`config.mk`:
```
export PLATFORM = sky130hd
export DESIGN_NAME = voice_scheduler
export DESIGN_NICKNAME = d
export VERILOG_FILES = /design/src/rtl/voice_scheduler_pkg.sv /design/src/rtl/voice_scheduler_next_voice_finder.sv /design/src/rtl/voice_scheduler.sv
export SDC_FILE = /design/constraint.sdc
export NUM_CORES = 1
export LEC_CHECK = 0
export ABC_AREA = 1
export BUFFER_PORTS_ARGS = -buffer_cell sky130_fd_sc_hd__buf_4
export CAP_MARGIN = 0
export CELL_PAD_IN_SITES_DETAIL_PLACEMENT = 0
export CELL_PAD_IN_SITES_GLOBAL_PLACEMENT = 1
export CORE_ASPECT_RATIO = 1.75
export CORE_UTILIZATION = 37
export CTS_BUF_LIST = sky130_fd_sc_hd__clkbuf_16
export CTS_CLUSTER_SIZE = 24
export DETAILED_ROUTE_END_ITERATION = 16
export PLACE_DENSITY_LB_ADDON = 0.1
export SLEW_MARGIN = 30
export SYNTH_ARGS = -nofsm -noshare
export SYNTH_HDL_FRONTEND = slang
export SYNTH_SLANG_ARGS = --single-unit
```
`constraint.sdc`:
```
create_clock -name clk -period 3.6 [get_ports clk]
set_clock_uncertainty 0.15 [all_clocks]
set_input_delay 1.08 -clock clk [delete_from_list [all_inputs] [get_ports clk]]
set_output_delay 1.08 -clock clk [all_outputs]
set_load 0.01 [all_outputs]
```
`src/rtl/voice_scheduler_pkg.sv`:
```
// Shared constants and FSM state type for the voice scheduler.
package conFFTi;

  localparam int unsigned NUM_VOICES = 4;
  localparam int unsigned SAMPLE_W   = 16;

  typedef enum logic [1:0] {
    IDLE,
    ISSUE,
    WAIT,
    DONE
  } sched_state_t;

endpackage

```
`src/rtl/voice_scheduler_next_voice_finder.sv`:
```
// Priority encoder: lowest enabled voice index at or above start within the snapshot mask.
module next_voice_finder #(
  parameter int unsigned NUM_VOICES = 4,
  localparam int unsigned IDX_W = (NUM_VOICES > 1) ? $clog2(NUM_VOICES) : 1
) (
  input  logic [NUM_VOICES-1:0] mask,
  input  logic [IDX_W-1:0]      start,
  output logic                  found,
  output logic [IDX_W-1:0]      idx
);

  always_comb begin
    found = 1'b0;
    idx   = '0;
    for (int unsigned i = 0; i < NUM_VOICES; i++) begin
      if (!found && mask[i] && (i >= 32'(start))) begin
        found = 1'b1;
        idx   = IDX_W'(i);
      end
    end
  end

endmodule

```
`src/rtl/voice_scheduler.sv`:
```
// Per-frame voice scheduler: serialises enabled voices onto a shared datapath and sums the mix.
// VOICE_SCHEDULER_SKIP_IDLE_EN skips disabled voices in zero cycles instead of one slot each.
module voice_scheduler
  import conFFTi::*;
#(
  parameter int unsigned NUM_VOICES = conFFTi::NUM_VOICES,
  parameter int unsigned SAMPLE_W   = conFFTi::SAMPLE_W,
  localparam int unsigned IDX_W = (NUM_VOICES > 1) ? $clog2(NUM_VOICES) : 1
) (
  input  logic                       clk,
  input  logic                       reset,
  input  logic                       sample_tick,
  input  logic [NUM_VOICES-1:0]      notes_en,
  input  logic [NUM_VOICES*7-1:0]    notes,
  input  logic [NUM_VOICES*7-1:0]    velocities,
  output logic                       ds_req_valid,
  input  logic                       ds_req_ready,
  output logic [IDX_W-1:0]           ds_req_voice,
  output logic [6:0]                 ds_req_note,
  output logic [6:0]                 ds_req_velocity,
  input  logic                       ds_resp_valid,
  input  logic signed [SAMPLE_W-1:0] ds_resp_sample,
  output logic                       mix_valid,
  output logic signed [SAMPLE_W+1:0] mix_sample,
  output logic                       busy,
  output logic                       overrun
);

  localparam logic [IDX_W-1:0] LastIdx = IDX_W'(NUM_VOICES - 1);

  sched_state_t               state_q, state_d;
  logic [IDX_W-1:0]           idx_q, idx_d;
  logic [NUM_VOICES-1:0]      en_q;
  logic [NUM_VOICES*7-1:0]    notes_q, vel_q;
  logic signed [SAMPLE_W+1:0] acc_q, acc_d, mix_q;
  logic                       overrun_q;

  logic             found;
  logic [IDX_W-1:0] found_idx, cur_idx;
  logic             cur_en, last;

  next_voice_finder #(
    .NUM_VOICES(NUM_VOICES)
  ) u_finder (
    .mask (en_q),
    .start(idx_q),
    .found(found),
    .idx  (found_idx)
  );

`ifdef VOICE_SCHEDULER_SKIP_IDLE_EN
  assign cur_idx = found_idx;
  assign cur_en  = found;
`else
  // Fixed slot order: only the current slot is considered.
  assign cur_idx = idx_q;
  assign cur_en  = found && (found_idx == idx_q);
`endif

  assign last = (idx_q == LastIdx);

  always_comb begin
    state_d      = state_q;
    idx_d        = idx_q;
    acc_d        = acc_q;
    ds_req_valid = 1'b0;
    unique case (state_q)
      IDLE: begin
        if (sample_tick) begin
          state_d = ISSUE;
          idx_d   = '0;
          acc_d   = '0;
        end
      end
      ISSUE: begin
        if (cur_en) begin
          ds_req_valid = 1'b1;
          if (ds_req_ready) begin
            idx_d   = cur_idx;
            state_d = WAIT;
          end
        end else begin
`ifdef VOICE_SCHEDULER_SKIP_IDLE_EN
          state_d = DONE;
`else
          if (last) state_d = DONE;
          else      idx_d   = idx_q + 1'b1;
`endif
        end
      end
      WAIT: begin
        if (ds_resp_valid) begin
          acc_d = acc_q + (SAMPLE_W + 2)'(ds_resp_sample);
          if (last) begin
            state_d = DONE;
          end else begin
            idx_d   = idx_q + 1'b1;
            state_d = ISSUE;
          end
        end
      end
      DONE:    state_d = IDLE;
      default: state_d = IDLE;
    endcase
  end

  always_ff @(posedge clk or posedge reset) begin
    if (reset) begin
      state_q   <= IDLE;
      idx_q     <= '0;
      en_q      <= '0;
      notes_q   <= '0;
      vel_q     <= '0;
      acc_q     <= '0;
      mix_q     <= '0;
      overrun_q <= 1'b0;
    end else begin
      state_q   <= state_d;
      idx_q     <= idx_d;
      acc_q     <= acc_d;
      overrun_q <= sample_tick && (state_q != IDLE);
      if (state_q == IDLE && sample_tick) begin
        en_q    <= notes_en;
        notes_q <= notes;
        vel_q   <= velocities;
      end
      // Latch the final sum as DONE is entered so it is valid alongside mix_valid.
      if (state_d == DONE && state_q != DONE) mix_q <= acc_d;
    end
  end

  assign ds_req_voice    = cur_idx;
  assign ds_req_note     = notes_q[32'(cur_idx) * 7 +: 7];
  assign ds_req_velocity = vel_q[32'(cur_idx) * 7 +: 7];
  assign mix_valid       = (state_q == DONE);
  assign mix_sample      = mix_q;
  assign busy            = (state_q != IDLE);
  assign overrun         = overrun_q;

endmodule
```
==> run metrics <==
outcome completed; DP Wirelength 10,790 um; register bit total from synthesis 101; commonest cells after routing, fill and taps aside nand2_1 (134), buf_4 (125), dfrtp_1 (101); Worst-Margin Slew 0.5987 ns; DP Worst Slack 0.3804 ns; Placer Congestion 0.8431; Routed WL 14,410 um; critical path capture point type output port; I/O pin count 119; Core ar. 14,300 sq um; largest net degree at the start of global routing 62; Yosys cell types 35; PwrDens 812.7 nW/um^2; Worst Path Required 2.37 ns; RSZ-0062 raised after global routing false; maxcap violations 0; Peak VDD IR 333.7 uV; met3 usage 4.307%; Post-CTS Setup Inserts 0; commonest non-fill, non-tap cell in the layout nand2_1; starting density of the core 37.84%; initial antenna violation count 0; Avg Synthesized Cell Area 9.154 sq um; die height 162.0 um; Setup TNS 0 ns; total track usage 20.55%; Worst R2R Path Depth 11; Most Crowded Layer GR met2; share of layout cells above drive strength 1 32.45%; Final Slew Violations 0; worst-path fanout max 9; Final Hold Viols 0; post-cts sizing count 0; Cells after Synth 591; hold-fix buffers at CTS 0; slew margin rel. 60.04%; PortBufs 118; TritonCTS clock tree done; sequential share of the synthesized area 46.72%; crit share post-route 89.70%; global route total overflow 0; average routed wire per standard cell 16.10 um; met1 Track Usage GR 20.68%; clk slew on worst S/H paths 0.08 ns; Peak Freq 0.3097 GHz; die area 15,130 sq um; Final WS setup 0.3707 ns; clk sinks 101; Layout Nets 816; Net Count, Synth 697; Placement Cell Area 6515 sq um; Mapped Area 5410 sq um; clock buffers created by TritonCTS 9; DR pass1 iterations 4; # diodes 0; CTS H-tree depth 3; Via density 4.991; first-pass GRT wire length 23,610 um; GRT met2 Usage 39.20%; minimum clock period 3.229 ns; Die Span X 93.41 um; DRC viols 0; Yosys warning count 0; cell area after layout 6808 sq um; # setup viols final 0; clk root buf clkbuf_16; cell accounting for the most synthesized area dfrtp_1; Hold Crit Class flip-flop to flip-flop; post-synth top area share 46.72%; startpoint types flip-flop; Clock Path Buffers 2; drt initial violations 104; Post-DRT Antenna Nets 0; Fillers 1,433; Synth area leaders dfrtp_1 (47%), mux2_2 (12%), nand2_1 (9.4%); CP arrival 2.00 ns; Leakage 0.003436 uW; number of global-route vias before repair 4,806; Layout area overhead 25.83%; # rows 58; worst-skew pair later-pin latency 0.35 ns; Vias 4,467; Worst Hold Depth 2; Setup CP Type flip-flop to output port
## where the power goes
group          internal (uW)  switching [uW]  total, uW
Clock                    489             492        981
Combinational           1190            1460       2650
Sequential              1620             278       1900
Total                   3300            2230       5530
## cell families after synthesis
group,synth area share (%)
buffers and inverters,4.787
xor gates and xnor gates,0.1619
adders and majority gates,5.920
DFF,46.72
AOI/OAI and AO/OA,11.29
and+or+nand+nor,18.85
muxes,12.28
## critical path, cell delays in order, from the launching register on
cell and delay [ns]:
dfrtp_1 0.54, inv_1 0.15, ha_1 0.21, nand2_1 0.10, nand2_1 0.06, nor2_1 0.14
nand2_2 0.09, nand2_2 0.10, nand2_1 0.09, inv_1 0.07, buf_4 0.11
## final cells by class
class | count | area, sq um | share of cell area (%)
Multi-Input combinational cell | 430 | 2626 | 38.58
Clock inverter | 7 | 67.56 | 0.9925
Tap cell | 180 | 225.2 | 3.308
Sequential cell | 101 | 2527 | 37.13
Timing Repair Buffer | 127 | 978.4 | 14.37
Clock buffer | 9 | 225.2 | 3.308
Inverter | 41 | 157.7 | 2.316
## state kept, by name, indices dropped and copies added (netlist names)
register	flops
state_q	2
ds_req_voice	2
acc_q	18
en_q	4
overrun	1
vel_q	28
mix_sample	18
notes_q	28
## through the flow
step	utilization, %	power [uW]	std cells	hold WS, ns
floorplan	-	3677	591	0.3225
global placement	45.57	4567	879	0.3057
detailed placement	45.57	4628	879	0.3140
CTS	47.62	5627	895	0.3339
global route	47.62	5998	895	0.3548
finish	47.62	5533	895	0.3288
## metal layers
metal	wire length, um	part of all wire (%)	up-vias
li1	-	-	2206
met1	5239	36	2135
met2	8160	57	106
met3	605	4.2	20
met4	408	2.8	0
met5	0	0	-
## worst paths after layout
kind | start | endpoint | slack [ns]
max in group asynchronous | reset | acc_q[15]$_DFF_PP0_ | 2.03
worst max register to register | state_q[1]$_DFF_PP0_ | mix_sample[4]$_DFFE_PP0P_ | 0.84
worst min register to register | mix_sample[10]$_DFFE_PP0P_ | mix_sample[10]$_DFFE_PP0P_ | 0.33
min in group asynchronous | reset | mix_sample[5]$_DFFE_PP0P_ | 0.56
worst max-delay path | ds_req_voice[1]$_DFFE_PP0P_ | ds_req_valid | 0.37
worst min-delay path | mix_sample[10]$_DFFE_PP0P_ | mix_sample[10]$_DFFE_PP0P_ | 0.33
## Yosys cell counts
master / number
a21oi_4: 1
nand3b_1: 2
nand2_4: 1
o21ai_2: 1
a21oi_2: 1
or2_2: 2
a211oi_1: 2
a21oi_1: 31
a32o_1: 1
inv_2: 1
nand2_2: 16
nand3_4: 1
o21ai_0: 51
buf_1: 7
ha_1: 24
nor3_1: 2
dfrtp_1: 101
buf_2: 2
nor2_1: 56
o21ai_4: 1
xnor2_1: 1
fa_1: 1
nand4_1: 1
nand3_1: 18
o21bai_1: 3
nand3_2: 2
clkbuf_1: 7
o22ai_1: 15
nand2_1: 135
mux2_2: 59
buf_12: 1
a22o_1: 1
inv_1: 40
nor2_8: 1
buf_6: 2
(Power assumes the default switching activity.)
